File: src/rtl/systolic_tile_controller.sv
// systolic_tile_controller
// Sequencer for a weight-stationary systolic array. It loads one filter group's
// weights, streams NO_TILE IFM tiles through ping-pong IFM register banks while
// prefetching the next tile, and drains PE results column by column. It repeats
// this for every filter group. A global stall freezes sequencing and blanks all
// strobes. All strobes are a combinational decode of the registered
// state/counters.
module systolic_tile_controller #(
    parameter int NO_FILTER     = 16,
    parameter int KERNEL_SIZE   = 3,
    parameter int NO_CHANNEL    = 3,
    parameter int SYSTOLIC_SIZE = 16,
    parameter int NO_TILE       = 4
) (
    input  logic                     clk,
    input  logic                     rst,
    input  logic                     start,
    input  logic                     stall,
    output logic                     busy,
    output logic                     done,
    output logic                     load_wgt,
    output logic                     select_wgt,
    output logic [SYSTOLIC_SIZE-1:0] wgt_rf_valid,
    output logic                     load_ifm,
    output logic [1:0]               ifm_rf_valid,
    output logic                     select_demux_ifm,
    output logic                     select_mux_ifm,
    output logic                     pe_en,
    output logic                     reset_pe,
    output logic                     wr_en,
    output logic [((SYSTOLIC_SIZE > 1) ? $clog2(SYSTOLIC_SIZE) : 1)-1:0] wr_col,
    output logic [((NO_TILE > 1) ? $clog2(NO_TILE) : 1)-1:0]             tile_idx,
    output logic [((((NO_FILTER + SYSTOLIC_SIZE - 1) / SYSTOLIC_SIZE) > 1) ?
                   $clog2((NO_FILTER + SYSTOLIC_SIZE - 1) / SYSTOLIC_SIZE) : 1)-1:0] group_idx
);

    localparam int S    = SYSTOLIC_SIZE;
    localparam int L    = KERNEL_SIZE * KERNEL_SIZE * NO_CHANNEL;
    localparam int P    = L + 2 * (S - 1);
    localparam int T    = NO_TILE;
    localparam int G    = (NO_FILTER + S - 1) / S;
    localparam int REM  = NO_FILTER % S;
    localparam int CW   = $clog2(P + 1);
    localparam int TW   = $clog2(T + 1);
    localparam int GW   = $clog2(G + 1);
    localparam int COLW = (S > 1) ? $clog2(S) : 1;
    localparam int TIW  = (T > 1) ? $clog2(T) : 1;
    localparam int GIW  = (G > 1) ? $clog2(G) : 1;

    // Column mask with the low n bits set, used for a partial last filter group.
    function automatic logic [S-1:0] low_mask(input int n);
        logic [S-1:0] m;
        m = '0;
        for (int i = 0; i < S; i++) begin
            if (i < n) m[i] = 1'b1;
        end
        return m;
    endfunction

    localparam logic [S-1:0] PART_MASK = low_mask(REM);

    typedef enum logic [2:0] {
        ST_IDLE,
        ST_LOAD_WGT,
        ST_COMPUTE,
        ST_DRAIN,
        ST_DONE
    } state_t;

    state_t          state_q;
    logic [CW-1:0]   c_q;
    logic [TW-1:0]   t_q;
    logic [GW-1:0]   g_q;

    logic c_last_load;
    logic c_last_comp;
    logic c_last_drain;
    logic t_last;
    logic g_last;

    assign c_last_load  = (c_q == CW'(L - 1));
    assign c_last_comp  = (c_q == CW'(P - 1));
    assign c_last_drain = (c_q == CW'(S - 1));
    assign t_last       = (t_q == TW'(T - 1));
    assign g_last       = (g_q == GW'(G - 1));

    // Sequencer: state plus phase/tile/group counters; frozen while stalled outside IDLE.
    always_ff @(posedge clk) begin
        if (rst) begin
            state_q <= ST_IDLE;
            c_q     <= '0;
            t_q     <= '0;
            g_q     <= '0;
        end else if (!(stall && (state_q != ST_IDLE))) begin
            case (state_q)
                ST_IDLE: begin
                    if (start) begin
                        state_q <= ST_LOAD_WGT;
                        c_q     <= '0;
                        t_q     <= '0;
                        g_q     <= '0;
                    end
                end
                ST_LOAD_WGT: begin
                    if (c_last_load) begin
                        state_q <= ST_COMPUTE;
                        c_q     <= '0;
                        t_q     <= '0;
                    end else begin
                        c_q <= c_q + CW'(1);
                    end
                end
                ST_COMPUTE: begin
                    if (c_last_comp) begin
                        c_q <= '0;
                        if (t_last) begin
                            state_q <= ST_DRAIN;
                        end else begin
                            t_q <= t_q + TW'(1);
                        end
                    end else begin
                        c_q <= c_q + CW'(1);
                    end
                end
                ST_DRAIN: begin
                    if (c_last_drain) begin
                        c_q <= '0;
                        if (g_last) begin
                            state_q <= ST_DONE;
                        end else begin
                            state_q <= ST_LOAD_WGT;
                            g_q     <= g_q + GW'(1);
                        end
                    end else begin
                        c_q <= c_q + CW'(1);
                    end
                end
                ST_DONE: begin
                    state_q <= ST_IDLE;
                    c_q     <= '0;
                    t_q     <= '0;
                    g_q     <= '0;
                end
                default: begin
                    state_q <= ST_IDLE;
                    c_q     <= '0;
                    t_q     <= '0;
                    g_q     <= '0;
                end
            endcase
        end
    end

    logic run;
    logic prefetch;
    logic wr_window;

    assign run       = ~stall;
    assign prefetch  = !t_last && (c_q < CW'(L));
    assign wr_window = (t_q != '0) && (c_q < CW'(S));

    // Output decode; strobes are blanked by stall, selects and indices keep their value.
    always_comb begin
        busy             = (state_q != ST_IDLE);
        done             = 1'b0;
        load_wgt         = 1'b0;
        select_wgt       = 1'b0;
        wgt_rf_valid     = '0;
        load_ifm         = 1'b0;
        ifm_rf_valid     = 2'b00;
        select_demux_ifm = 1'b0;
        select_mux_ifm   = 1'b0;
        pe_en            = 1'b0;
        reset_pe         = 1'b0;
        wr_en            = 1'b0;
        wr_col           = '0;
        tile_idx         = '0;
        group_idx        = GIW'(g_q);
        case (state_q)
            ST_LOAD_WGT: begin
                select_wgt = 1'b1;
                load_wgt   = run;
                load_ifm   = run;
                if (run) begin
                    ifm_rf_valid = 2'b01;
                    wgt_rf_valid = (g_last && (REM != 0)) ? PART_MASK : '1;
                end
            end
            ST_COMPUTE: begin
                select_mux_ifm   = t_q[0];
                select_demux_ifm = ~t_q[0];
                pe_en            = run;
                reset_pe         = run && c_last_comp;
                if (run) begin
                    ifm_rf_valid[t_q[0]] = 1'b1;
                    if (prefetch) begin
                        load_ifm              = 1'b1;
                        ifm_rf_valid[~t_q[0]] = 1'b1;
                    end
                end
                if (wr_window) begin
                    wr_en    = run;
                    wr_col   = COLW'(c_q);
                    tile_idx = TIW'(t_q - TW'(1));
                end
            end
            ST_DRAIN: begin
                wr_en    = run;
                wr_col   = COLW'(c_q);
                tile_idx = TIW'(T - 1);
            end
            ST_DONE: begin
                done = run;
            end
            default: begin
                busy = 1'b0;
            end
        endcase
    end

endmodule

File: config.mk
export PLATFORM = sky130hd
export DESIGN_NAME = systolic_tile_controller
export DESIGN_NICKNAME = d
export VERILOG_FILES = /design/src/rtl/systolic_tile_controller.sv
export SDC_FILE = /design/constraint.sdc
export NUM_CORES = 1
export LEC_CHECK = 0
export CAP_MARGIN = 20
export CORE_MARGIN = 1.5
export CORE_UTILIZATION = 40
export DETAILED_ROUTE_END_ITERATION = 10
export PLACE_DENSITY_LB_ADDON = 0.12
export SLEW_MARGIN = 30
export SYNTH_ARGS = -nofsm -noshare
export SYNTH_HDL_FRONTEND = slang
export SYNTH_SLANG_ARGS = --single-unit
File: constraint.sdc
create_clock -name clk -period 2.1 [get_ports clk]
set_input_delay 0.21 -clock clk [delete_from_list [all_inputs] [get_ports clk]]
set_output_delay 0.21 -clock clk [all_outputs]
set_load 0.005 [all_outputs]
== After elaboration in Yosys (flattened, before gate mapping) ==
Index checks and enable logic that the tools add are counted.
Storage, ports and cells
  flip-flop bits (word level): 13
  output and inout port bits: 35
Cells by class
  add/subtract/negate cells: 4
  $lt $le $gt $ge: 6
  equality and inequality tests: 14
  mux-type cells: 48
  bitwise logic cells: 6
  reduce and logical (&&, ||, !) cells: 16
Operator list (count)
  16-bit 2-to-1 mux: 2
  3-bit 2-to-1 mux: 10
  6-bit 2-to-1 mux: 4
  3-bit case mux with 4 select lines: 2
  6-bit case mux with 4 select lines: 1
  1-bit 2-to-1 mux: 17
  6-bit by 5-bit < comparator with 1-bit output, second input constant: 2
  2-bit != test, second input constant: 6
  6-bit AND reduction: 2
  3-bit by 2-bit equality test with 1-bit output, second input constant: 3
  2-bit case mux with 2 select lines: 2
  4-bit case mux with 2 select lines: 1
  6-bit by 1-bit adder with 6-bit output, second input constant: 1
  6-bit by 4-bit equality test with 1-bit output, second input constant: 1
  6-bit by 5-bit equality test with 1-bit output, second input constant: 1
  6-bit equality test, second input constant: 1
  1-bit logical AND: 6
  2-bit 2-to-1 mux: 3
  3-bit nonzero test: 2
  1-bit inverter: 5
  1-bit by 2-bit < comparator with 1-bit output, second input constant: 2
  4-bit 2-to-1 mux: 1
  1-bit case mux with 2 select lines: 2
  4-bit AND reduction: 1
  14 further kinds: 16

== Longest topological paths before layout ==
  word-level depth: 9
  gate-level depth with buffers: 7

== Worst setup path after synthesis ==
No wires, ideal clock.
  path type: flip-flop to output port
  start point: reg state_q[0]
  end point: out wgt_rf_valid[0]
  arrival time: 1.866 ns
  path slack: 0.024 ns
  stages on the path, launching flop included: 5
  cell sequence: dfxtp_1 > buf_2 > nor3b_1 > nor2b_1 > buf_4
On the way
  word-level cells in the longest chain between the ends: 2
Ends and longest elaborated chain
  start: declaration: line 70  | state_t state_q;
  start signal: assignment: line 90  | state_q <= ST_IDLE;
  start signal: assignment: line 98  | state_q <= ST_LOAD_WGT;
  start signal: assignment: line 106  | state_q <= ST_COMPUTE;
  3-bit by 1-bit equality test with 1-bit output: line 179  | case (state_q)
  16-bit 2-to-1 mux: line 179
  end: declaration: line 23  | output logic [SYSTOLIC_SIZE-1:0] wgt_rf_valid,
No other way between the ends.

== Final worst setup path ==
  start point: reg state_q[2]
  end point: out wgt_rf_valid[10]
Same word-level chain as after synthesis.

==> results.cfg <==
[critical_path]
regToRegEndpoint = state_q[2]$_SDFFE_PP0P_
regToRegStartpoint = state_q[1]$_SDFFE_PP0P_
end_kind = output port
cpPeakStageDelay_ns = 0.50
path_delay_family = buffers and inverters
path_cells = buf_4 -> nor3b_4 -> nor2b_4 -> buf_2 -> clkdlybuf4s50_1
reg2reg_slack_ns = 0.05
worstSetupPathType = register to output port
required_ns = 1.89
crit_arrival_ns = 1.88
worst_r2r_path_depth = 6
worstPathMaxFanout = 11
critPathBufInv = 3
cp-start-kind = register
crit_slowest_cell = clkdlybuf4s50_1

[detailed_routing]
antenna_left = 0
wl_per_cell_um = 14.1
drt_wl_total_um = 3240
dr_total_vias = 1225
drtIter0Drc = 29
via_per_inst = 5.35
drc = 0
first_pass_iters = 4

[sta]
setup_viol = 0
period_share = 0.997
clock-skew-final_ns = 0.00521
fin_ws_ns = 0.00608
worstMarginPinSlew_ns = 0.515
finalCriticalPeriod_ns = 2.09
fmax_mhz = 478
report.final.slew_viol_count = 0
fin_hold_ws_ns = 0.485
relSlewSlack = 0.655
finalHoldViolations = 0
rsz0062_at_grt = true

[die]
ios = 39
die_area_um2 = 3090
coreArea_um2 = 2540
rows = 18
dieHeight_um = 55.6
die_w_um = 55.6
initial_core_util = 0.435

[global_route]
grt-ovfl-total = 0
track_usage = 0.207
grtUsageMet2 = 0.344
grt.busiest_layer = met2
grt_pass1_wl_um = 5080
use_met3 = 0.0419
antenna_found_initial = 0
grt_pass1_vias = 1089
grtUsageMet1 = 0.265
grt_max_degree = 12

[logic_synthesis]
synthArstFlopShare = 0
syn_avg_cell_area_um2 = 7.42
yosys_register_bits = 12
synth_enable_flop_cells = 0
synth_top_area_share = 0.217
yosysTopAreaCell = dfxtp_1
ys_seq_area_frac = 0.217
syn_nets = 159
synthCells = 149
synth_area_leaders = dfxtp_1 22%, buf_4 12%, a21oi_1 6.8%
synthFlopType = dfxtp_1
yosysWarningCount = 0
synth_cell_type_count = 42
netlist_area_um2 = 1110

[layout]
fillCellCount = 227
drive_gt1_frac = 0.312
num_antenna_cells = 0
finalNonFillerCells = 229
syn_to_final_growth_pct = 54.9
fin_nets = 210
multi_input_area_um2 = 729
regArea_um2 = 249

[clock_network]
cts_tree = done
htree_levels = 1
clockBufferDepth = 2
worst_skew_pair.late_latency_ns = 0.30
cts.clk_slew.worst_paths_ns = 0.09
numCtsBuffers = 3
cts_root_buf = clkbuf_4
cts.sink_count = 12

[min_path]
worstHoldStart = t_q[2]$_SDFFE_PP0P_
whs_endpoint = t_q[2]$_SDFFE_PP0P_
hold_depth = 2
min_path_type = register to register

[placement]
place_ws_ns = 0.0162
hpwl_um = 2300
place.gp.congestion = 0.850
io_buffers = 37
dp_cells = 212

[power]
peakVddDrop_mv = 0.452
p_leak_nw = 0.796
p_per_area_nw_per_um2 = 470

[outcome]
outcome = complete, no violations

[run]
maxCapViolCount = 0
synthesized netlist by cell type, types with 2 or more instances:
library cell,instances
buf_4,18
nand2_1,4
ha_1,6
nand2b_1,3
a21oi_1,15
nor3_1,5
o21ai_0,9
dfxtp_1,12
clkbuf_1,5
a211oi_1,3
and2_1,2
nor3b_1,2
o21a_1,3
nor4_1,2
or4_1,2
nor2_1,17
nand3_1,5
o22ai_4,2
inv_1,10
or2_2,2
metal layers:
| layer | routed length (um) | share of wire |
|---|---|---|
| met3 | 131 | 0.040 |
| met4 | 51 | 0.016 |
| met2 | 1610 | 0.50 |
| met5 | 0 | 0 |
| met1 | 1450 | 0.45 |
through the flow:
stage	TNS [ns]	total power, mW	instance area [um^2]	util
after floorplan	0	0.432	1110	-
after global placement	0	0.560	1510	0.591
after detailed placement	0	0.565	1510	0.591
after CTS	-0.0000562	0.778	1610	0.633
after global routing	-0.513	0.840	1710	0.673
final	0	0.806	1710	0.673
worst reg2reg max path, cell delays in order (launching register included):
cell and delay, ns:
dfxtp_4 0.35, buf_4 0.15, or4b_4 0.54, o22ai_4 0.23, o22ai_4 0.11, or4b_1 0.47, a21oi_1 0.14
what timing repair did:
action,CTS,global route
hold buffers,0,0
resized for setup,29,12
endpoints found under the setup margin,28,24
buffers inserted,2,8
pin swaps,1,5
cloned,1,2
how the worst max path moves through the flow:
stage	cells after the start	endpoint	from
2_1_floorplan	4	wgt_rf_valid[0]	state_q[0]$_SDFFE_PP0P_
3_3_place_gp	7	wr_col[3]	t_q[0]$_SDFFE_PP0P_
3_5_place_dp	7	wr_col[2]	t_q[0]$_SDFFE_PP0P_
4_1_cts	4	wgt_rf_valid[7]	state_q[0]$_SDFFE_PP0P_
5_1_grt	5	wgt_rf_valid[11]	state_q[2]$_SDFFE_PP0P_
6_report	5	wgt_rf_valid[10]	state_q[2]$_SDFFE_PP0P_
area by class of cell:
cell class | instances | share of cell area
clock buffer | 4 | 0.0212
inverter | 10 | 0.0219
timing repair buffer | 70 | 0.364
tap | 30 | 0.0219
sequential | 12 | 0.145
multi-input combinational | 103 | 0.426
registers in the layout (all words and copies together) (netlist names):
name and cells:
c_q 6, t_q 3, state_q 3
cell families after synthesis:
family,synth area share
fa+ha+maj,0.0679
simple gates,0.281
other cells,0.00339
buf+inv,0.178
mux,0.00905
flops,0.217
compound gates,0.244
power by group:
group          leakage, nW  total [mW]  internal, mW  switching, mW
registers           0.0996       0.247         0.236         0.0107
logic                0.675       0.355         0.198          0.157
clock network       0.0210       0.204         0.106         0.0980
placed cells by master, fill, tap and decap left out, types with 2 or more instances in the layout:
cell type         n
and2_1            2
o22ai_4           2
o21ai_0           8
inv_1             9
nand3_1           5
nand2_1           4
ha_2              2
o21a_1            3
nor2_1           15
nor3_1            5
dfxtp_1           7
buf_4            29
o21ai_2           2
clkdlybuf4s50_1  21
clkbuf_4          3
a21oi_1          15
or4_1             2
nor2_2            2
dlymetal6s2s_1    6
buf_2             2
buf_6             2
nand2b_1          3
a211oi_1          2
dlygate4sd2_1    10
ha_1              4
dfxtp_2           4
No activity file was read; power rests on OpenSTA's default activity.
